===== config.mk =====
export PLATFORM = sky130hd
export DESIGN_NAME = img_proc_sequencer
export DESIGN_NICKNAME = d
export VERILOG_FILES = /design/src/rtl/img_proc_pkg.sv /design/src/rtl/img_proc_sequencer_pixel_xy_counter.sv /design/src/rtl/img_proc_sequencer.sv
export SDC_FILE = /design/constraint.sdc
export NUM_CORES = 1
export LEC_CHECK = 0
export ABC_AREA = 1
export CAP_MARGIN = 5
export CORE_ASPECT_RATIO = 0.7
export CORE_UTILIZATION = 57
export CTS_CLUSTER_DIAMETER = 30
export DETAILED_ROUTE_END_ITERATION = 7
export DONT_BUFFER_PORTS = 1
export HOLD_SLACK_MARGIN = 0.1
export PLACE_DENSITY_LB_ADDON = 0.3
export SYNTH_ARGS = -nofsm -noshare
export SYNTH_HDL_FRONTEND = slang
export SYNTH_SLANG_ARGS = --single-unit

===== constraint.sdc =====
create_clock -name clk -period 4.25 [get_ports clk]
set_clock_uncertainty 0.1 [all_clocks]
set_input_delay 0.2125 -clock clk [delete_from_list [all_inputs] [get_ports clk]]
set_output_delay 0.2125 -clock clk [all_outputs]
set_load 0.005 [all_outputs]

===== src/rtl/img_proc_pkg.sv =====
// Shared types and constants for the Bayer->gray->Sobel frame sequencer.
// Contents: sequencer state encoding, output-stage select, drain/border
// constants and the mode-port decode helper.
package img_proc_pkg;

  typedef enum logic [2:0] {
    IDLE     = 3'd0,
    WAIT_SOF = 3'd1,
    ACTIVE   = 3'd2,
    DRAIN    = 3'd3,
    DONE     = 3'd4
  } seq_state_t;

  typedef enum logic [1:0] {
    MODE_RAW   = 2'd0,
    MODE_GRAY  = 2'd1,
    MODE_SOBEL = 2'd2
  } out_mode_t;

  // Cycles spent flushing the t+1/t+2 strobe stages after the last pixel
  localparam int unsigned DRAIN_CYCLES = 2;
  // Gray-domain columns/rows at the top/left never produce a full 3x3 window
  localparam int unsigned SOBEL_BORDER = 2;

  // The reserved encoding (3) behaves as Sobel
  function automatic out_mode_t decode_mode(input logic [1:0] m);
    out_mode_t r;
    case (m)
      2'd0:    r = MODE_RAW;
      2'd1:    r = MODE_GRAY;
      default: r = MODE_SOBEL;
    endcase
    return r;
  endfunction

endpackage


===== src/rtl/img_proc_sequencer_pixel_xy_counter.sv =====
// Raw pixel position counter for one frame.
// Ports:
//   clk, rst   clock, synchronous active-high reset
//   inc        a pixel is accepted this cycle
//   clr        the accepted pixel is a frame start; it is counted as (0,0)
//   x, y       position the next accepted pixel will take
//   last       (x,y) is the final pixel of the frame
module pixel_xy_counter #(
  parameter int unsigned W  = 1280,
  parameter int unsigned H  = 960,
  parameter int unsigned XW = 12
) (
  input  logic          clk,
  input  logic          rst,
  input  logic          inc,
  input  logic          clr,
  output logic [XW-1:0] x,
  output logic [XW-1:0] y,
  output logic          last
);

  localparam logic [XW-1:0] X_MAX = XW'(W - 1);
  localparam logic [XW-1:0] Y_MAX = XW'(H - 1);

  logic [XW-1:0] x_d;
  logic [XW-1:0] y_d;

  // Next position; a frame-start pixel occupies (0,0) so the next one is (1,0)
  always_comb begin
    x_d = x;
    y_d = y;
    if (clr) begin
      x_d = inc ? XW'(1) : '0;
      y_d = '0;
    end else if (inc) begin
      if (x == X_MAX) begin
        x_d = '0;
        y_d = (y == Y_MAX) ? '0 : y + XW'(1);
      end else begin
        x_d = x + XW'(1);
      end
    end
  end

  // Position registers; last is precomputed from the next position
  always_ff @(posedge clk) begin
    if (rst) begin
      x    <= '0;
      y    <= '0;
      last <= 1'b0;
    end else begin
      x    <= x_d;
      y    <= y_d;
      last <= (x_d == X_MAX) && (y_d == Y_MAX);
    end
  end

endmodule


===== src/rtl/img_proc_sequencer.sv =====
// Frame-level controller for the Bayer->gray->Sobel pixel pipeline.
// Tracks raw pixel position, produces the gray/Sobel qualifying strobes,
// selects the SDRAM write strobe and sequences frame start/drain/done.
// Ports:
//   clk, rst               clock, synchronous active-high reset
//   enable                 arm capture (looked at in IDLE/DONE only)
//   mode[1:0]              0 raw, 1 gray, 2/3 sobel; latched on accepted SOF
//   cap_valid, cap_sof     raw pixel strobe and frame-start flag
//   lb_clr                 one-cycle line-buffer clear on accepted SOF
//   gray_valid             gray sample complete (t+1)
//   conv_valid             Sobel window full (t+2)
//   out_valid              SDRAM write strobe for the latched mode (t+2)
//   raw_x, raw_y           position of the pixel accepted last cycle
//   busy                   frame in progress (ACTIVE/DRAIN)
//   frame_done             one-cycle end-of-frame pulse
//   err_sof                sticky: SOF seen while a frame was in flight
module img_proc_sequencer
  import img_proc_pkg::*;
#(
  parameter int unsigned IMG_W = 1280,
  parameter int unsigned IMG_H = 960,
  parameter int unsigned XW    = 12
) (
  input  logic          clk,
  input  logic          rst,
  input  logic          enable,
  input  logic [1:0]    mode,
  input  logic          cap_valid,
  input  logic          cap_sof,
  output logic          lb_clr,
  output logic          gray_valid,
  output logic          conv_valid,
  output logic          out_valid,
  output logic [XW-1:0] raw_x,
  output logic [XW-1:0] raw_y,
  output logic          busy,
  output logic          frame_done,
  output logic          err_sof
);

  localparam logic [2:0] ST_IDLE     = IDLE;
  localparam logic [2:0] ST_WAIT_SOF = WAIT_SOF;
  localparam logic [2:0] ST_ACTIVE   = ACTIVE;
  localparam logic [2:0] ST_DRAIN    = DRAIN;
  localparam logic [2:0] ST_DONE     = DONE;

  localparam int unsigned DCW = 2;
  localparam logic [DCW-1:0] DRAIN_LAST = DCW'(DRAIN_CYCLES - 1);
  localparam logic [XW-1:0]  BORDER     = XW'(SOBEL_BORDER);

  logic [2:0]     state, state_d;
  logic [DCW-1:0] drain_cnt, drain_cnt_d;
  out_mode_t      mode_l, mode_l_d;
  out_mode_t      s1_mode, s1_mode_d;
  logic           s1_acc, s1_acc_d;

  logic           lb_clr_d, gray_valid_d, conv_valid_d, out_valid_d;
  logic [XW-1:0]  raw_x_d, raw_y_d;
  logic           busy_d, frame_done_d, err_sof_d;

  logic           accept, sof_acc, restart, last_acc;
  logic [XW-1:0]  cnt_x, cnt_y, pix_x, pix_y;
  logic           cnt_last;

  pixel_xy_counter #(
    .W  (IMG_W),
    .H  (IMG_H),
    .XW (XW)
  ) u_xy (
    .clk  (clk),
    .rst  (rst),
    .inc  (accept),
    .clr  (sof_acc),
    .x    (cnt_x),
    .y    (cnt_y),
    .last (cnt_last)
  );

  // Next state, pixel acceptance and next values of every registered output
  always_comb begin
    state_d      = state;
    drain_cnt_d  = drain_cnt;
    mode_l_d     = mode_l;
    s1_mode_d    = s1_mode;
    s1_acc_d     = 1'b0;
    lb_clr_d     = 1'b0;
    gray_valid_d = 1'b0;
    conv_valid_d = 1'b0;
    out_valid_d  = 1'b0;
    raw_x_d      = raw_x;
    raw_y_d      = raw_y;
    busy_d       = 1'b0;
    frame_done_d = 1'b0;
    err_sof_d    = err_sof;

    // ACTIVE takes every pixel; elsewhere only a SOF pixel (restart in DRAIN/DONE)
    accept   = cap_valid & ((state == ST_ACTIVE) |
                            (cap_sof & ((state == ST_WAIT_SOF) |
                                        (state == ST_DRAIN) |
                                        (state == ST_DONE))));
    sof_acc  = accept & cap_sof;
    restart  = sof_acc & (state != ST_WAIT_SOF);
    last_acc = accept & ~cap_sof & cnt_last;
    pix_x    = sof_acc ? '0 : cnt_x;
    pix_y    = sof_acc ? '0 : cnt_y;

    case (state)
      ST_IDLE: begin
        if (enable) state_d = ST_WAIT_SOF;
      end
      ST_WAIT_SOF: begin
        if (sof_acc) state_d = ST_ACTIVE;
      end
      ST_ACTIVE: begin
        if (last_acc) begin
          state_d     = ST_DRAIN;
          drain_cnt_d = '0;
        end
      end
      ST_DRAIN: begin
        if (sof_acc) begin
          state_d = ST_ACTIVE;
        end else if (drain_cnt == DRAIN_LAST) begin
          state_d = ST_DONE;
        end else begin
          drain_cnt_d = drain_cnt + DCW'(1);
        end
      end
      ST_DONE: begin
        if (sof_acc)     state_d = ST_ACTIVE;
        else if (enable) state_d = ST_WAIT_SOF;
        else             state_d = ST_IDLE;
      end
      default: state_d = ST_IDLE;
    endcase

    if (sof_acc) mode_l_d = decode_mode(mode);

    // Stage 1 (t+1): position and gray qualifier; mode travels with the pixel
    s1_acc_d     = accept;
    gray_valid_d = accept & pix_x[0] & pix_y[0];
    lb_clr_d     = sof_acc;
    if (accept) begin
      raw_x_d   = pix_x;
      raw_y_d   = pix_y;
      s1_mode_d = mode_l_d;
    end

    // Stage 2 (t+2): window-full and write-stream select
    conv_valid_d = gray_valid & ((raw_x >> 1) >= BORDER) & ((raw_y >> 1) >= BORDER);
    case (s1_mode)
      MODE_RAW:  out_valid_d = s1_acc;
      MODE_GRAY: out_valid_d = gray_valid;
      default:   out_valid_d = conv_valid_d;
    endcase

    busy_d       = (state_d == ST_ACTIVE) | (state_d == ST_DRAIN);
    frame_done_d = (state_d == ST_DONE);
    err_sof_d    = err_sof | restart;
  end

  // State and output registers
  always_ff @(posedge clk) begin
    if (rst) begin
      state      <= ST_IDLE;
      drain_cnt  <= '0;
      mode_l     <= MODE_RAW;
      s1_mode    <= MODE_RAW;
      s1_acc     <= 1'b0;
      lb_clr     <= 1'b0;
      gray_valid <= 1'b0;
      conv_valid <= 1'b0;
      out_valid  <= 1'b0;
      raw_x      <= '0;
      raw_y      <= '0;
      busy       <= 1'b0;
      frame_done <= 1'b0;
      err_sof    <= 1'b0;
    end else begin
      state      <= state_d;
      drain_cnt  <= drain_cnt_d;
      mode_l     <= mode_l_d;
      s1_mode    <= s1_mode_d;
      s1_acc     <= s1_acc_d;
      lb_clr     <= lb_clr_d;
      gray_valid <= gray_valid_d;
      conv_valid <= conv_valid_d;
      out_valid  <= out_valid_d;
      raw_x      <= raw_x_d;
      raw_y      <= raw_y_d;
      busy       <= busy_d;
      frame_done <= frame_done_d;
      err_sof    <= err_sof_d;
    end
  end

endmodule


==> results.sh <==
export IMPL_syn_cell_area_um2=3250
export IMPL_drc=0
export IMPL_numCtsBuffers=9
export IMPL_dieArea_um2=6020
export IMPL_initialDrtViolationCount=378
export IMPL_grt_max_degree=55
export IMPL_area_growth_pct=9.58
export IMPL_cts_tree="built"
export IMPL_fin_crit_ps=2690
export IMPL_finalPower_w=0.00129
export IMPL_synth_edf_count=0
export IMPL_vdd_ir_drop_max_v=0.000170
export IMPL_finalSetupViolCount=0
export IMPL_ys_seq_area_frac=0.406
export IMPL_ys_types=33
export IMPL_gp_congestion=1.00
export IMPL_finalNonFillerCells=561
export IMPL_drv_cap=0
export IMPL_initial_utilization=0.606
export IMPL_ys_flop_type="dfxtp_1"
export IMPL_intPower_w=0.000992
export IMPL_die_h_um=65.2
export IMPL_grt_ovfl_total=0
export IMPL_ctsResizeCount=0
export IMPL_yosys_area_top_type="dfxtp_1"
export IMPL_yosys_area_top_type_share=0.406
export IMPL_setup_slack_ps=1560
export IMPL_antennaDiodeCount=0
export IMPL_grt_usage=0.296
export IMPL_synth_area_per_cell_um2=6.75
export IMPL_worst_pin_slew_ps=885
export IMPL_ys_seq_elements=66
export IMPL_dr_pass1_iters=5
export IMPL_power_density_nw_per_um2=363
export IMPL_timing_final_crit_share=0.634
export IMPL_vias_per_cell=5.60
export IMPL_rows=22
export IMPL_p_comb_frac=0.050
export IMPL_drtAntennaViolNets=0
export IMPL_cp_end_kind="flop"
export IMPL_cellLeakagePower_nw=1.40
export IMPL_ios=38
export IMPL_synthArstFlopShare=0
export IMPL_timing_setup_tns_ps=0
export IMPL_htree_levels=3
export IMPL_place_hpwl_mm=5.89
export IMPL_grt_pass1_wl_mm=13.5
export IMPL_vias=3143
export IMPL_clockPowerShare=0.459
export IMPL_crit_fanout=43
export IMPL_hold_path_class="primary input to flop"
export IMPL_synth_net_count=492
export IMPL_synthTopCellsByCount="nand2_1, dfxtp_1, nor2_1"
export IMPL_cp_arrival_ps=2890
export IMPL_switching_share=0.233
export IMPL_p_sw_w=0.000301
export IMPL_antenna_found_initial=0
export IMPL_yosysMostFrequentCell="nand2_1"
export IMPL_crit_type="flop to flop"
export IMPL_outcome="complete, no violations"
export IMPL_die_x_um=92.3
export IMPL_grt_pass1_vias=2727
export IMPL_post_cts_setup_buffers=0
export IMPL_clkSlewWorstSetupHoldPaths_ps=70
export IMPL_clock_path_buffers=2
export IMPL_placed_cells=538
export IMPL_cts_sinks=66
export IMPL_finalWirelength_mm=8.49
export IMPL_cp_required_ps=4440
export IMPL_coreArea_um2=5370
export IMPL_layout_drive_gt1_share=0.0777
export IMPL_wl_per_cell_um=15.1
export IMPL_nets=494
export IMPL_pre_cts_slack_ps=1610
export IMPL_max_freq_ghz=0.371
export IMPL_root_buffer="clkbuf_8"
export IMPL_synth_area_top_cells="dfxtp_1, nand2_1, nor2_1, inv_1, nand3_1"
export IMPL_cp_start_kind="flop"
export IMPL_rsz0062_at_grt="false"
export IMPL_maxSlewViolCount=0
export IMPL_finalHoldViolations=0
export IMPL_r2r_slack_ps=1560
export IMPL_syn_inst=482
export IMPL_seq_power_share=0.492
export IMPL_clkLatencyLatePin_ps=350
export IMPL_relSlewSlack=0.409
export IMPL_holdBufCountCts=7
export IMPL_yosysWarnings=0
export IMPL_io_buffer_count=0
## worst max-delay path: stages (launching register included)
cell	delay (ps)
dfxtp_1	450
nor2_4	80
a21boi_1	190
nand3_2	700
inv_2	450
o21ai_0	220
inv_1	90
nand2_1	50
nor2_1	80
nand3_1	80
nor2_1	90
## kinds of logic (layout without fill, tap and decap cells)
| family | count (synthesis) | after routing | synth area share |
|---|---|---|---|
| fa+ha+maj | 3 | 3 | 0.0115 |
| simple gates | 265 | 265 | 0.361 |
| buf+inv | 74 | 81 | 0.0935 |
| compound gates | 70 | 70 | 0.117 |
| flops | 66 | 66 | 0.406 |
| xor+xnor | 4 | 4 | 0.0108 |
## metal layers
layer / GRT usage / wire length, um / part of all wire
met2: 0.409 / 3370 / 0.40
met4: 0.109 / 138 / 0.016
met3: 0.0752 / 961 / 0.11
met5: 0 / 0 / 0
met1: 0.437 / 4020 / 0.47
## final timing paths
| kind | startpoint | to | cells past startpoint |
|---|---|---|---|
| worst min-delay path | mode[1] | s1_mode[0] | 5 |
| worst min register to register | drain_cnt[1] | drain_cnt[1] | 2 |
| worst max-delay path | state[1] | u_xy.last | 10 |
| worst max register to register | state[1] | u_xy.last | 10 |
## through the flow
step | instance area (um2) | util | hold WS (ps)
floorplan | 3250 | - | 321
global placement | 3260 | 0.607 | 185
global route | 3560 | 0.664 | 166
detailed placement | 3260 | 0.607 | 189
CTS | 3560 | 0.664 | 127
finish | 3560 | 0.664 | 150
## power by group through the flow
stage                     logic (W)  clock network, W  registers [W]
after global routing      0.0000699          0.000627       0.000636
final                     0.0000642          0.000593       0.000635
after floorplan           0.0000473                 0       0.000646
after global placement    0.0000467                 0       0.000649
after detailed placement  0.0000489                 0       0.000649
after CTS                 0.0000625          0.000601       0.000635
## area by class of cell
type	instances	area [um2]
Clock buffer	10	138
Clock inverter	6	90.1
Fill cell	462	1800
Inverter	58	218
Multi-Input combinational cell	342	1630
Sequential cell	66	1320
Tap cell	72	90.1
Timing Repair Buffer	7	80.1
## registers in the layout (all words and copies together) (netlist names)
signal	count
raw_x	12
raw_y	12
u_xy.x	12
u_xy.y	12
state	3
drain_cnt	2
mode_l	2
s1_mode	2
busy	1
conv_valid	1
err_sof	1
frame_done	1
gray_valid	1
lb_clr	1
out_valid	1
s1_acc	1
u_xy.last	1
## placed cells by master, fill, tap and decap left out, drive strengths merged
cell         instances
nand2              135
nor2                69
dfxtp               66
inv                 58
nand3               43
a21oi               37
o21ai               22
clkbuf              10
nand4                8
nor4                 6
dlygate4sd3          6
nor3                 4
o21bai               3
o211ai               3
ha                   3
clkinv               3
xor2                 2
xnor2                2
a31oi                2
bufinv               2
a21boi               1
o311ai               1
o22ai                1
clkinvlp             1
buf                  1
Power figures use the tool's default switching activity.
